**src/rtl/niveles_sensor_if.sv**
```systemverilog
// Tank sensor front end: synchronises and debounces the float switches into level code A
// and raises/holds/releases fault code P with an acknowledge handshake on Pout.
module niveles_sensor_if #(
   parameter int DEB_CYCLES   = 4,
   parameter int FILL_TIMEOUT = 1000,
   parameter int HOLD_CYCLES  = 2
) (
   input  logic       clk,
   input  logic       reset,
   input  logic       s_low,
   input  logic       s_high,
   input  logic [1:0] C,
   input  logic [1:0] Pout,
   output logic [1:0] A,
   output logic [1:0] P
);

   localparam int DW = (DEB_CYCLES > 1) ? $clog2(DEB_CYCLES) : 1;
   localparam int FW = $clog2(FILL_TIMEOUT);
   localparam int HW = (HOLD_CYCLES > 1) ? $clog2(HOLD_CYCLES) : 1;

   localparam logic [DW-1:0] DEB_LAST  = DW'(DEB_CYCLES - 1);
   localparam logic [FW-1:0] FILL_LAST = FW'(FILL_TIMEOUT - 1);
   localparam logic [HW-1:0] HOLD_LAST = HW'(HOLD_CYCLES - 1);

   localparam logic [1:0] ST_NORMAL   = 2'd0;
   localparam logic [1:0] ST_WAIT_ACK = 2'd1;
   localparam logic [1:0] ST_HOLD     = 2'd2;

   localparam logic [1:0] P_NONE   = 2'b00;
   localparam logic [1:0] P_SENSOR = 2'b01;
   localparam logic [1:0] P_TMO    = 2'b10;
   localparam logic [1:0] A_BAD    = 2'b10;

   logic [1:0]    raw;
   logic [1:0]    sync1_reg;
   logic [1:0]    sync2_reg;
   logic [1:0]    a_q;
   logic [1:0]    a_prev_reg;
   logic          a_changed;
   logic [FW-1:0] fill_cnt_reg;
   logic          tmo;
   logic          tmo_cause_reg;
   logic [1:0]    state_reg;
   logic [1:0]    p_reg;
   logic [HW-1:0] hcnt_reg;
   logic          cause_present;

   assign raw = {s_high, s_low};

   always_ff @(posedge clk or negedge reset) begin
      if (!reset) begin
         sync1_reg  <= 2'b00;
         sync2_reg  <= 2'b00;
         a_prev_reg <= 2'b00;
      end else begin
         sync1_reg  <= raw;
         sync2_reg  <= sync1_reg;
         a_prev_reg <= a_q;
      end
   end

   // One debouncer per switch; bit 1 is the high switch, bit 0 the low switch.
   generate
      for (genvar gi = 0; gi < 2; gi++) begin : g_deb
         logic          bit_reg;
         logic [DW-1:0] cnt_reg;

         always_ff @(posedge clk or negedge reset) begin
            if (!reset) begin
               bit_reg <= 1'b0;
               cnt_reg <= '0;
            end else if (sync2_reg[gi] != bit_reg) begin
               if (cnt_reg == DEB_LAST) begin
                  bit_reg <= sync2_reg[gi];
                  cnt_reg <= '0;
               end else begin
                  cnt_reg <= cnt_reg + DW'(1);
               end
            end else begin
               cnt_reg <= '0;
            end
         end

         assign a_q[gi] = bit_reg;
      end
   endgenerate

   // A "changed on the previous edge" restarts the fill watch and clears a pending timeout cause.
   assign a_changed = (a_q != a_prev_reg);
   assign tmo       = (C != 2'b00) && (fill_cnt_reg == FILL_LAST) && !a_changed;

   always_ff @(posedge clk or negedge reset) begin
      if (!reset) begin
         fill_cnt_reg  <= '0;
         tmo_cause_reg <= 1'b0;
      end else begin
         if (C == 2'b00 || a_changed) begin
            fill_cnt_reg  <= '0;
            tmo_cause_reg <= 1'b0;
         end else begin
            if (fill_cnt_reg != FILL_LAST)
               fill_cnt_reg <= fill_cnt_reg + FW'(1);
            if (tmo)
               tmo_cause_reg <= 1'b1;
         end
      end
   end

   assign cause_present = (p_reg == P_SENSOR) ? (a_q == A_BAD) : tmo_cause_reg;

   // A sensor fault pre-empts a pending timeout in any non-NORMAL state.
   always_ff @(posedge clk or negedge reset) begin
      if (!reset) begin
         state_reg <= ST_NORMAL;
         p_reg     <= P_NONE;
         hcnt_reg  <= '0;
      end else begin
         case (state_reg)
            ST_NORMAL: begin
               if (a_q == A_BAD) begin
                  p_reg     <= P_SENSOR;
                  state_reg <= ST_WAIT_ACK;
               end else if (tmo) begin
                  p_reg     <= P_TMO;
                  state_reg <= ST_WAIT_ACK;
               end
            end
            ST_WAIT_ACK: begin
               if (p_reg == P_TMO && a_q == A_BAD) begin
                  p_reg <= P_SENSOR;
               end else if (Pout == p_reg) begin
                  hcnt_reg  <= '0;
                  state_reg <= ST_HOLD;
               end
            end
            ST_HOLD: begin
               if (p_reg == P_TMO && a_q == A_BAD) begin
                  p_reg     <= P_SENSOR;
                  state_reg <= ST_WAIT_ACK;
               end else if (hcnt_reg == HOLD_LAST) begin
                  hcnt_reg <= '0;
                  if (!cause_present) begin
                     p_reg     <= P_NONE;
                     state_reg <= ST_NORMAL;
                  end
               end else begin
                  hcnt_reg <= hcnt_reg + HW'(1);
               end
            end
            default: begin
               p_reg     <= P_NONE;
               state_reg <= ST_NORMAL;
            end
         endcase
      end
   end

   assign A = a_q;
   assign P = p_reg;

endmodule

```
**config.mk**
```make
export PLATFORM = sky130hd
export DESIGN_NAME = niveles_sensor_if
export DESIGN_NICKNAME = d
export VERILOG_FILES = /design/src/rtl/niveles_sensor_if.sv
export SDC_FILE = /design/constraint.sdc
export NUM_CORES = 1
export LEC_CHECK = 0
export ABC_AREA = 1
export ABC_CLOCK_PERIOD_IN_PS = 3500
export BUFFER_PORTS_ARGS = -buffer_cell sky130_fd_sc_hd__buf_2
export CORE_MARGIN = 1.5
export CORE_UTILIZATION = 55
export CTS_BUF_LIST = sky130_fd_sc_hd__clkbuf_16
export CTS_CLUSTER_SIZE = 30
export DETAILED_ROUTE_END_ITERATION = 12
export HOLD_SLACK_MARGIN = 0.02
export PLACE_DENSITY = 0.85
export SLEW_MARGIN = 20
export SYNTH_ARGS = -nofsm -noshare
export SYNTH_HDL_FRONTEND = slang
export SYNTH_SLANG_ARGS = --single-unit
```
**constraint.sdc**
```tcl
create_clock -name clk -period 3.5 [get_ports clk]
set_input_delay 0.525 -clock clk [delete_from_list [all_inputs] [get_ports clk]]
set_output_delay 0.525 -clock clk [all_outputs]
set_load 0.02 [all_outputs]
```
==> flow_summary.json <==
{
  "status": "finished clean",
  "num_antenna_cells": 0,
  "num_vias": 1035,
  "vias_per_cell": 5.05,
  "dp_slack_ns": 1.99,
  "synth_cell_types": 24,
  "remaining_drc_errors": 0,
  "syn_area_mm2": 0.00137,
  "antenna_left": 0,
  "rsz0062_at_grt": "no",
  "tightestPinTransition_ns": 0.603,
  "post-dp-hpwl_um": 1660,
  "syn_area_per_cell_um2": 8.33,
  "core_mm2": 0.00228,
  "initial_core_util_pct": 60.4,
  "die_w_um": 53.0,
  "yosys_warnings": 0,
  "post_cts_resized": 0,
  "grt_pass1_vias": 1005,
  "power_density_mw_per_mm2": 767,
  "power.total_w": 0.00118,
  "fp.dieH_um": 53.0,
  "min_period_ns": 1.58,
  "crit_fanout": 8,
  "slew_violations": 0,
  "fin_cells": 205,
  "numPortBuffers": 11,
  "setup_tns_ns": 0,
  "die_area_mm2": 0.00281,
  "end_kind": "flip-flop",
  "hold_class": "input pin to async pin",
  "grt_max_degree": 29,
  "synth_flop_cell": "dfrtp_1",
  "ys_ff_latch": 28,
  "seq_area_frac_synth_pct": 51.0,
  "antenna_found_initial": 0,
  "gp_congestion": 0.897,
  "insertion_delay_ns": 0.26,
  "max_freq_mhz": 634,
  "row_count": 17,
  "root_buffer": "clkbuf_16",
  "grt_first_pass_wirelength_um": 3920,
  "leakage_nw": 0.818,
  "synthArstFlopShare_pct": 100,
  "start_kind": "flip-flop",
  "synth_cells": 165,
  "clock-sinks": 28,
  "setup_violations": 0,
  "drive_gt1_share_pct": 14.7,
  "syn_nets": 176,
  "tritoncts": "yes",
  "drt-total-wl_um": 2250,
  "arrival_ns": 1.74,
  "cts.clk_slew.worst_paths_ns": 0.07,
  "nets": 189,
  "grtUsageTotal_pct": 19.6,
  "ys_top_cells_by_area": "dfrtp_1 51%, nand2_1 11%, inv_1 6.6%",
  "cts_buffers": 3,
  "firstDrtPassIters": 5,
  "required_ns": 3.66,
  "skew_ns": 0.00325,
  "cts_hold_buf": 0,
  "fin_ws_ns": 1.92,
  "synth_edf_count": 0,
  "drv_cap": 0,
  "grt_overflow": 0,
  "drt_iter0_drc": 19,
  "relSlewSlack_pct": 59.8,
  "wl_per_cell_um": 11.0,
  "yosys.area.top_type_share_pct": 51.0,
  "hold_viol_final": 0,
  "period_share_pct": 45.1,
  "largest_reg_flops": 10,
  "critPathKind": "flip-flop to flip-flop",
  "peakVddDrop_v": 0.000544,
  "io_pins": 12,
  "yosysTopAreaCell": "dfrtp_1",
  "area_growth_pct": 12.3,
  "post-cts-setup-buffers": 0,
  "place_inst": 201,
  "h-tree-depth": 1,
  "clk_path_buf_depth": 2
}
[stage by stage]
step                      hold slack (ns)  instance area (um^2)  utilization, %
after floorplan                     0.229                  1370               -
after global placement              0.333                  1440            63.2
after detailed placement            0.337                  1440            63.2
after CTS                           0.287                  1540            67.8
after global routing                0.336                  1540            67.8
final                               0.264                  1540            67.8
[final cells by class]
cell class / instances / area (um^2)
Clock buffer: 3 / 75.1
Clock inverter: 1 / 30.0
Fill cell: 173 / 733
Inverter: 26 / 97.6
Multi-Input combinational cell: 108 / 549
Sequential cell: 28 / 701
Tap cell: 28 / 35.0
Timing Repair Buffer: 11 / 55.1
[synthesized netlist by cell type, types with 3 or more instances]
cell	count
a21oi_1	4
dfrtp_1	28
ha_1	3
inv_1	24
nand2_1	40
nand2_2	4
nand3_1	9
nand4_1	5
nor2_1	18
nor3_1	5
o21ai_0	5
xor2_1	3
[metal layers]
layer,share of wire (%),global-route usage (%),up-vias,wire length (um)
li1,-,-,538,-
met1,47,22.2,475,1060
met2,49,35.6,18,1100
met3,2.7,3.39,4,60
met4,1.7,8.97,0,39
met5,0,0,-,0
[power breakdown]
part / internal (W) / switching, W / total, W
combinational: 0.000136 / 0.000243 / 0.000379
sequential: 0.000400 / 0.0000696 / 0.000470
clock: 0.000228 / 0.000107 / 0.000335
[placed cells by master (no fill, tap or decap)]
cell type,netlist,routed
ha_1,3,3
nor2_2,2,2
xor2_1,3,3
inv_1,24,24
nand3_2,2,2
nor2_4,1,1
inv_2,2,2
nand2_1,40,40
a211oi_1,1,1
a21oi_1,4,4
clkbuf_16,0,3
nor2_1,18,18
nand3_1,9,9
nor3_1,5,5
nand2_2,4,4
o21ai_0,5,5
dfrtp_1,28,28
buf_2,0,11
or2_0,1,1
a31oi_1,1,1
bufinv_16,0,1
xnor2_1,2,2
nand4_1,5,5
o31ai_1,1,1
nand3b_1,1,1
[cells by family (layout without fill, tap and decap cells)]
kind of cell	Yosys count	count (layout)	synth area share, %
simple gates	88	88	29.2
xor+xnor	5	5	3.19
compound gates	12	12	4.83
fa+ha+maj	3	3	2.73
flops	28	28	51.0
buf+inv	29	41	9.02
[worst max-delay path: stages, from the launching register on]
cell and delay, ns:
dfrtp_1 0.43, ha_1 0.20, nand2_1 0.10, inv_1 0.09, nand3_1 0.06, nor2_1 0.12
nand2_2 0.12, nand2_1 0.13, nand3_2 0.08, nand2_1 0.08, nand2_1 0.05
[final timing paths]
check,start,to,slack [ns],cells after the start
hold reg to reg,sync1_reg[0]$_DFF_PN0_,sync2_reg[0]$_DFF_PN0_,0.35,0
setup reg to reg,fill_cnt_reg[0]$_DFFE_PN0P_,P[1]$_DFFE_PN0P_,1.92,10
setup / recovery,fill_cnt_reg[0]$_DFFE_PN0P_,P[1]$_DFFE_PN0P_,1.92,10
min in group clk,sync1_reg[0]$_DFF_PN0_,sync2_reg[0]$_DFF_PN0_,0.35,0
max in group asynchronous,reset,fill_cnt_reg[2]$_DFFE_PN0P_,2.84,1
hold / removal,reset,g_deb[0].cnt_reg[1]$_DFF_PN0_,0.26,1
No activity file was read; power rests on OpenSTA's default activity.
